## src/rtl/psum_drain_pkg.sv

```systemverilog
// psum_drain_pkg: shared FSM encoding and config field positions
// for the partial-sum drain path.
package psum_drain_pkg;

  typedef enum logic [1:0] {
    ST_IDLE,
    ST_READ,
    ST_FLUSH,
    ST_DONE
  } drain_st_t;

  localparam int CONF_CLR_BIT   = 5;
  localparam int KSHAPE_KCNT_HI = 31;
  localparam int KSHAPE_KCNT_LO = 16;

endpackage

```

## src/rtl/psum_drain_fifo.sv

```systemverilog
// psum_drain_fifo: synchronous FIFO absorbing read latency and
// downstream stalls; push and pop may coincide even when full.
module psum_drain_fifo #(
  parameter int WIDTH = 33,
  parameter int DEPTH = 4,
  localparam int AW = $clog2(DEPTH),
  localparam int CW = AW + 1
) (
  input  logic             clk,
  input  logic             rst,
  input  logic             push,
  input  logic             pop,
  input  logic [WIDTH-1:0] din,
  output logic [WIDTH-1:0] head,
  output logic [CW-1:0]    count,
  output logic             full,
  output logic             empty
);

  logic [WIDTH-1:0] mem [DEPTH];
  logic [AW-1:0]    wp;
  logic [AW-1:0]    rp;
  logic             do_push;
  logic             do_pop;

  assign empty   = count == '0;
  assign full    = count == CW'(DEPTH);
  assign do_pop  = pop && !empty;
  assign do_push = push && (!full || do_pop);
  assign head    = mem[rp];

  always_ff @(posedge clk) begin
    if (rst) begin
      wp    <= '0;
      rp    <= '0;
      count <= '0;
    end else begin
      if (do_push) wp <= wp + AW'(1);
      if (do_pop)  rp <= rp + AW'(1);
      count <= count + CW'(do_push) - CW'(do_pop);
    end
  end

  always_ff @(posedge clk) begin
    if (do_push) mem[wp] <= din;
  end

endmodule

```

## src/rtl/psum_drain_ctrl.sv

```systemverilog
// psum_drain_ctrl: walks the psum buffer group by group, streams
// each word out, and optionally zeroes it behind the read.
module psum_drain_ctrl
  import psum_drain_pkg::*;
#(
  parameter int DATA_WIDTH = 32,
  parameter int ADDR_WIDTH = 32,
  parameter int REG_WIDTH  = 32,
  parameter int MEM_DELAY  = 2,
  parameter int FIFO_DEPTH = 4,
  parameter int NUM_KERNEL = 4
) (
  input  logic                  clk,
  input  logic                  rst,
  input  logic                  i_start,
  input  logic [REG_WIDTH-1:0]  i_conf_ctrl,
  input  logic [REG_WIDTH-1:0]  i_conf_outputsize,
  input  logic [REG_WIDTH-1:0]  i_conf_kernelshape,
  output logic [ADDR_WIDTH-1:0] memctrl_radd,
  output logic                  memctrl_rden,
  input  logic [DATA_WIDTH-1:0] memctrl_odat,
  input  logic                  memctrl_ovld,
  output logic [ADDR_WIDTH-1:0] memctrl_wadd,
  output logic                  memctrl_wren,
  output logic [DATA_WIDTH-1:0] memctrl_idat,
  output logic [DATA_WIDTH-1:0] o_dat,
  output logic                  o_vld,
  output logic                  o_last,
  input  logic                  i_rdy,
  output logic                  o_busy,
  output logic                  o_done,
  output logic [REG_WIDTH-1:0]  dbg_drain_rd_addr,
  output logic [REG_WIDTH-1:0]  dbg_drain_grp_cnt
);

  localparam int CW = $clog2(FIFO_DEPTH) + 1;
  localparam int KW = KSHAPE_KCNT_HI - KSHAPE_KCNT_LO + 1;

  drain_st_t             state;
  drain_st_t             state_d;
  logic                  clr_en;
  logic [REG_WIDTH-1:0]  wpg_m1;
  logic [REG_WIDTH-1:0]  num_grp;
  logic [REG_WIDTH-1:0]  word_idx;
  logic [REG_WIDTH-1:0]  grp_cnt;
  logic [REG_WIDTH-1:0]  grp_in;
  logic [ADDR_WIDTH-1:0] rd_addr;
  logic [ADDR_WIDTH-1:0] grp_base;
  logic [ADDR_WIDTH-1:0] grp_next;
  logic [ADDR_WIDTH-1:0] addr_sr [MEM_DELAY];
  logic [MEM_DELAY-1:0]  last_sr;
  logic [CW-1:0]         inflight;
  logic [CW-1:0]         fifo_cnt;
  logic [CW:0]           occ;
  logic [KW-1:0]         kcnt;
  logic [DATA_WIDTH-1:0] head_dat;
  logic                  head_last;
  logic                  start_ok;
  logic                  grp_end;
  logic                  last_word;
  logic                  push;
  logic                  pop;
  logic                  fifo_empty;
  logic                  fifo_full;
  logic                  unused;

  assign kcnt      = i_conf_kernelshape[KSHAPE_KCNT_HI:KSHAPE_KCNT_LO];
  assign grp_in    = REG_WIDTH'(kcnt >> $clog2(NUM_KERNEL));
  assign start_ok  = i_start && (state == ST_IDLE || state == ST_DONE);
  assign grp_end   = word_idx == wpg_m1;
  assign last_word = grp_end && (grp_cnt == num_grp - REG_WIDTH'(1));
  assign grp_next  = grp_base + ADDR_WIDTH'(wpg_m1) + ADDR_WIDTH'(1);
  assign occ       = {1'b0, fifo_cnt} + {1'b0, inflight};

  // Credit covers words already buffered plus reads still in the memory pipe.
  assign memctrl_rden = (state == ST_READ) && (occ < (CW + 1)'(FIFO_DEPTH));
  assign memctrl_radd = rd_addr;
  assign memctrl_idat = '0;

  // Late read data after an abort must not land in the FIFO.
  assign push = memctrl_ovld && (state != ST_IDLE);
  assign pop  = o_vld && i_rdy;

  assign o_vld  = !fifo_empty;
  assign o_dat  = o_vld ? head_dat : '0;
  assign o_last = o_vld && head_last;
  assign o_busy = (state == ST_READ) || (state == ST_FLUSH);
  assign o_done = state == ST_DONE;

  assign dbg_drain_rd_addr = REG_WIDTH'(rd_addr);
  assign dbg_drain_grp_cnt = grp_cnt;

  assign unused = ^{i_conf_ctrl, i_conf_kernelshape[KSHAPE_KCNT_LO-1:0], fifo_full};

  always_ff @(posedge clk) begin
    if (rst) state <= ST_IDLE;
    else     state <= state_d;
  end

  always_comb begin
    state_d = state;
    unique case (state)
      ST_IDLE, ST_DONE: begin
        if (i_start) state_d = (grp_in == '0) ? ST_DONE : ST_READ;
      end
      ST_READ: begin
        if (memctrl_rden && last_word) state_d = ST_FLUSH;
      end
      ST_FLUSH: begin
        if (inflight == '0 && fifo_empty) state_d = ST_DONE;
      end
      default: state_d = ST_IDLE;
    endcase
  end

  always_ff @(posedge clk) begin
    if (rst) begin
      clr_en       <= 1'b0;
      wpg_m1       <= '0;
      num_grp      <= '0;
      word_idx     <= '0;
      grp_cnt      <= '0;
      rd_addr      <= '0;
      grp_base     <= '0;
      inflight     <= '0;
      last_sr      <= '0;
      memctrl_wren <= 1'b0;
      memctrl_wadd <= '0;
      for (int i = 0; i < MEM_DELAY; i++) addr_sr[i] <= '0;
    end else begin
      if (start_ok) begin
        clr_en   <= i_conf_ctrl[CONF_CLR_BIT];
        wpg_m1   <= i_conf_outputsize;
        num_grp  <= grp_in;
        word_idx <= '0;
        grp_cnt  <= '0;
        rd_addr  <= '0;
        grp_base <= '0;
      end else if (memctrl_rden) begin
        if (grp_end) begin
          word_idx <= '0;
          grp_cnt  <= grp_cnt + REG_WIDTH'(1);
          grp_base <= grp_next;
          rd_addr  <= grp_next;
        end else begin
          word_idx <= word_idx + REG_WIDTH'(1);
          rd_addr  <= rd_addr + ADDR_WIDTH'(1);
        end
      end
      inflight   <= inflight + CW'(memctrl_rden) - CW'(push);
      last_sr[0] <= memctrl_rden && grp_end;
      addr_sr[0] <= rd_addr;
      for (int i = 1; i < MEM_DELAY; i++) begin
        last_sr[i] <= last_sr[i-1];
        addr_sr[i] <= addr_sr[i-1];
      end
      memctrl_wren <= push && clr_en;
      if (push) memctrl_wadd <= addr_sr[MEM_DELAY-1];
    end
  end

  psum_drain_fifo #(
    .WIDTH (DATA_WIDTH + 1),
    .DEPTH (FIFO_DEPTH)
  ) u_fifo (
    .clk   (clk),
    .rst   (rst),
    .push  (push),
    .pop   (pop),
    .din   ({memctrl_odat, last_sr[MEM_DELAY-1]}),
    .head  ({head_dat, head_last}),
    .count (fifo_cnt),
    .full  (fifo_full),
    .empty (fifo_empty)
  );

endmodule

```

## config.mk

```make
export PLATFORM = sky130hd
export DESIGN_NAME = psum_drain_ctrl
export DESIGN_NICKNAME = d
export VERILOG_FILES = /design/src/rtl/psum_drain_pkg.sv /design/src/rtl/psum_drain_fifo.sv /design/src/rtl/psum_drain_ctrl.sv
export SDC_FILE = /design/constraint.sdc
export NUM_CORES = 1
export LEC_CHECK = 0
export CAP_MARGIN = 20
export CORE_ASPECT_RATIO = 2
export CORE_MARGIN = 2
export CORE_UTILIZATION = 40
export CTS_CLUSTER_SIZE = 14
export DETAILED_ROUTE_END_ITERATION = 10
export PLACE_DENSITY = 0.69
export SKIP_LAST_GASP = 1
export SYNTH_ARGS = -nofsm -noshare
export SYNTH_HDL_FRONTEND = slang
export SYNTH_SLANG_ARGS = --single-unit
```

## constraint.sdc

```tcl
create_clock -name clk -period 6.9 [get_ports clk]
set_input_delay 1.035 -clock clk [delete_from_list [all_inputs] [get_ports clk]]
set_output_delay 1.035 -clock clk [all_outputs]
set_load 0.01 [all_outputs]
```

==> out/metrics.yaml <==
status: "completed"
ys.flop_type: "dfxtp_1"
ctsHoldBuffers: 0
whs_ps: 435.3
startpoint_type: "register"
synth_seq_cells: 420
final_hold_viol_count: 0
postPlaceCellArea_mm2: 0.02123
max_stage_delay_ps: 680
yosysMostFrequentCell: "dfxtp_1"
drv_slew: 0
fin_util_pct: 49.05
required_ps: 5860
syn_inst: 1849
diodes: 0
power_leakage_nw: 8.164
num_vias: 13890
power_mw: 6.724
max_cap_viol_count: 0
period_share_pct: 61.84
cts_root_buffer: "clkbuf_16"
cts.sinks: 420
ir_drop_v: 0.0001816
path_clk_slew_ps: 60
cellPowerDensity_mw_per_mm2: 299.1
yosysWarnings: 0
worst_r2r_path_depth: 13
crit_chain: "inv_1 -> ha_1 -> nor4b_1 -> nand2_1 -> buf_4 -> inv_1 -> buf_4 -> clkdlybuf4s50_1"
yosysSeqAreaShare_pct: 52.44
io_buffer_count: 249
cts_tree: "yes"
grt_pass1_vias: 14060
hpwl_mm: 36.76
cts.path.max_buffers: 3
dp.cells: 2567
synth_edf_count: 132
grt_pass1_wl_mm: 76.53
drive_above_1_share_pct: 5.985
place.gp.congestion: 0.9461
p_clk_share_pct: 31.7
finalClockSkew_ps: 16.96
end_kind: "output pin"
power_switching_mw: 2.044
synthesis.area_mm2: 0.01855
rows: 111
max_freq_mhz: 234.4
endpoint: "memctrl_rden"
internal_power_mw: 4.680
syn_to_final_growth_pct: 21.18
tightestPinTransition_ps: 990.4
cp.arrival_ps: 3230
synth_commonest_cells: "288 x dfxtp_1, 279 x nand2_1, 151 x a21oi_1, 136 x nor2_1, 132 x edfxtp_1"
dieWidth_um: 156.3
routed_wl_mm: 49.95
design_area_mm2: 0.02248
clk_latency_ps: 540
grt_usage_pct: 20.36
avgRoutedWirePerCell_um: 18.94
dpl_worst_slack_ps: 3023
drtPass1Iterations: 5
cts_made_buffers: 40
slowest_stage: "clkdlybuf4s50_1"
instances_no_fill: 2637
layout_setup_ws_ps: 2633
drt_iter0_drc: 640
setup_violations: 0
synth_area_per_cell_um2: 10.03
comb_power_share_pct: 25.3
nets: 2230
synth-async-reset-ratio_pct: 0
period_minus_slack_ps: 4267
ys_types: 63
synth_area_leaders: "dfxtp_1 31%, edfxtp_1 21%, nand2_1 5.6%"
dieHeight_um: 308.6
yosys.area.top_type: "dfxtp_1"
rsz0062_at_grt: "no"
crit_type: "reg -> out"
worstPathMaxFanout: 24
r2r-start: "wpg_m1[0]"
p_sw_share_pct: 30.40
die_area_mm2: 0.04822
io_pins: 331
overflow: 0
post-cts-setup-buffers: 0
start_util_pct: 40.48
cts_resized: 0
coreArea_mm2: 0.04583
ant_nets: 0
sequentialPowerShare_pct: 43.0
drc: 0
ff2ff_setup_slack_ps: 3030
synth_top_area_share_pct: 31.08
tns_ps: 0
crit_start: "state[1]"
h-tree-depth: 2
hold_path_class: "reg -> reg"
relSlewSlack_pct: 33.41
rr_endpoint: "dbg_drain_rd_addr[28]"
antenna_found_initial: 0
via_per_inst: 5.267
grt_start_max_net_pins: 103
==> cell usage in the layout (no fill, tap or decap), types with 6 or more instances in the layout <==
cell type        instances
a21oi_1                151
o211ai_1                 6
nor2b_1                 70
dfxtp_1                286
a21o_1                   9
nand3b_1                 7
buf_4                   20
mux2i_1                  6
nor4_1                  24
and3_1                  19
clkbuf_8                 7
or3_1                   15
o21ai_0                 52
nand3_1                 32
nand2_1                279
ha_1                    50
nand2b_1                12
inv_1                   41
a31oi_1                  6
conb_1                  32
nand4_1                 36
xor2_1                  88
mux4_2                  33
clkbuf_16               41
clkbuf_1                11
xnor2_1                 62
nor3_1                  24
nor2_1                 136
clkdlybuf4s50_1        248
o21a_1                   6
a211oi_1                14
edfxtp_1               132
and2_1                  36
==> cells by family after synthesis <==
family          share of synthesized area [%]
xor+xnor                                7.081
simple gates                            18.44
compound gates                          8.794
other cells                           0.02021
fa+ha+maj                               3.696
flops                                   52.44
buf+inv                                 5.132
mux                                     4.390
==> worst min path at each step <==
stage                               from              to  slack (ps)  cells after the start
after floorplan            addr_sr[0][0]   addr_sr[1][0]         410                      1
after global placement    addr_sr[0][23]  addr_sr[1][23]         420                      1
after detailed placement  addr_sr[0][23]  addr_sr[1][23]         420                      1
after CTS                 addr_sr[0][23]  addr_sr[1][23]         430                      1
after global routing      addr_sr[0][23]  addr_sr[1][23]         440                      1
final                     addr_sr[0][18]  addr_sr[1][18]         440                      1
==> per-layer routing <==
metal	share of wire [%]	vias to the layer above	GRT usage [%]
met2	54	394	39.78
met3	4.6	125	3.110
met5	0	-	0
li1	-	6698	-
met4	5.6	0	11.09
met1	35	6673	20.06
==> sequential cells by signal, summed over array words and instances (netlist names), named ones only <==
name,flops
grp_base,32
u_fifo.count,3
dbg_drain_grp_cnt,32
wpg_m1,32
u_fifo.rp,2
word_idx,32
memctrl_wadd,32
u_fifo.wp,2
clr_en,1
num_grp,14
state,2
addr_sr,64
u_fifo.mem,132
dbg_drain_rd_addr,32
last_sr,2
inflight,3
memctrl_wren,1
==> critical path, delay by kind of cell (launching register included) <==
family                   cells  cell delay, ps
adder cells (fa/ha/maj)      1             250
buffers and inverters        5            1590
flip-flops                   1             330
AND/OR/NAND/NOR              2             520
==> cell type report <==
| type | instances | area (um^2) |
|---|---|---|
| Clock buffer | 59 | 1164 |
| Clock inverter | 11 | 87.58 |
| Fill cell | 4274 | 23350 |
| Inverter | 41 | 153.9 |
| Multi-Input combinational cell | 1273 | 8005 |
| Sequential cell | 420 | 9732 |
| Tap cell | 565 | 706.9 |
| Timing Repair Buffer | 268 | 2633 |
==> power groups by stage <==
stage / combinational [mW] / clock [mW] / sequential [mW]
4_1_cts: 1.72 / 2.19 / 2.89
3_5_place_dp: 1.71 / 0 / 2.95
3_3_place_gp: 1.68 / 0 / 2.93
6_report: 1.70 / 2.13 / 2.89
5_1_grt: 1.88 / 2.27 / 2.90
2_1_floorplan: 1.12 / 0 / 2.86
(Power assumes the default switching activity.)
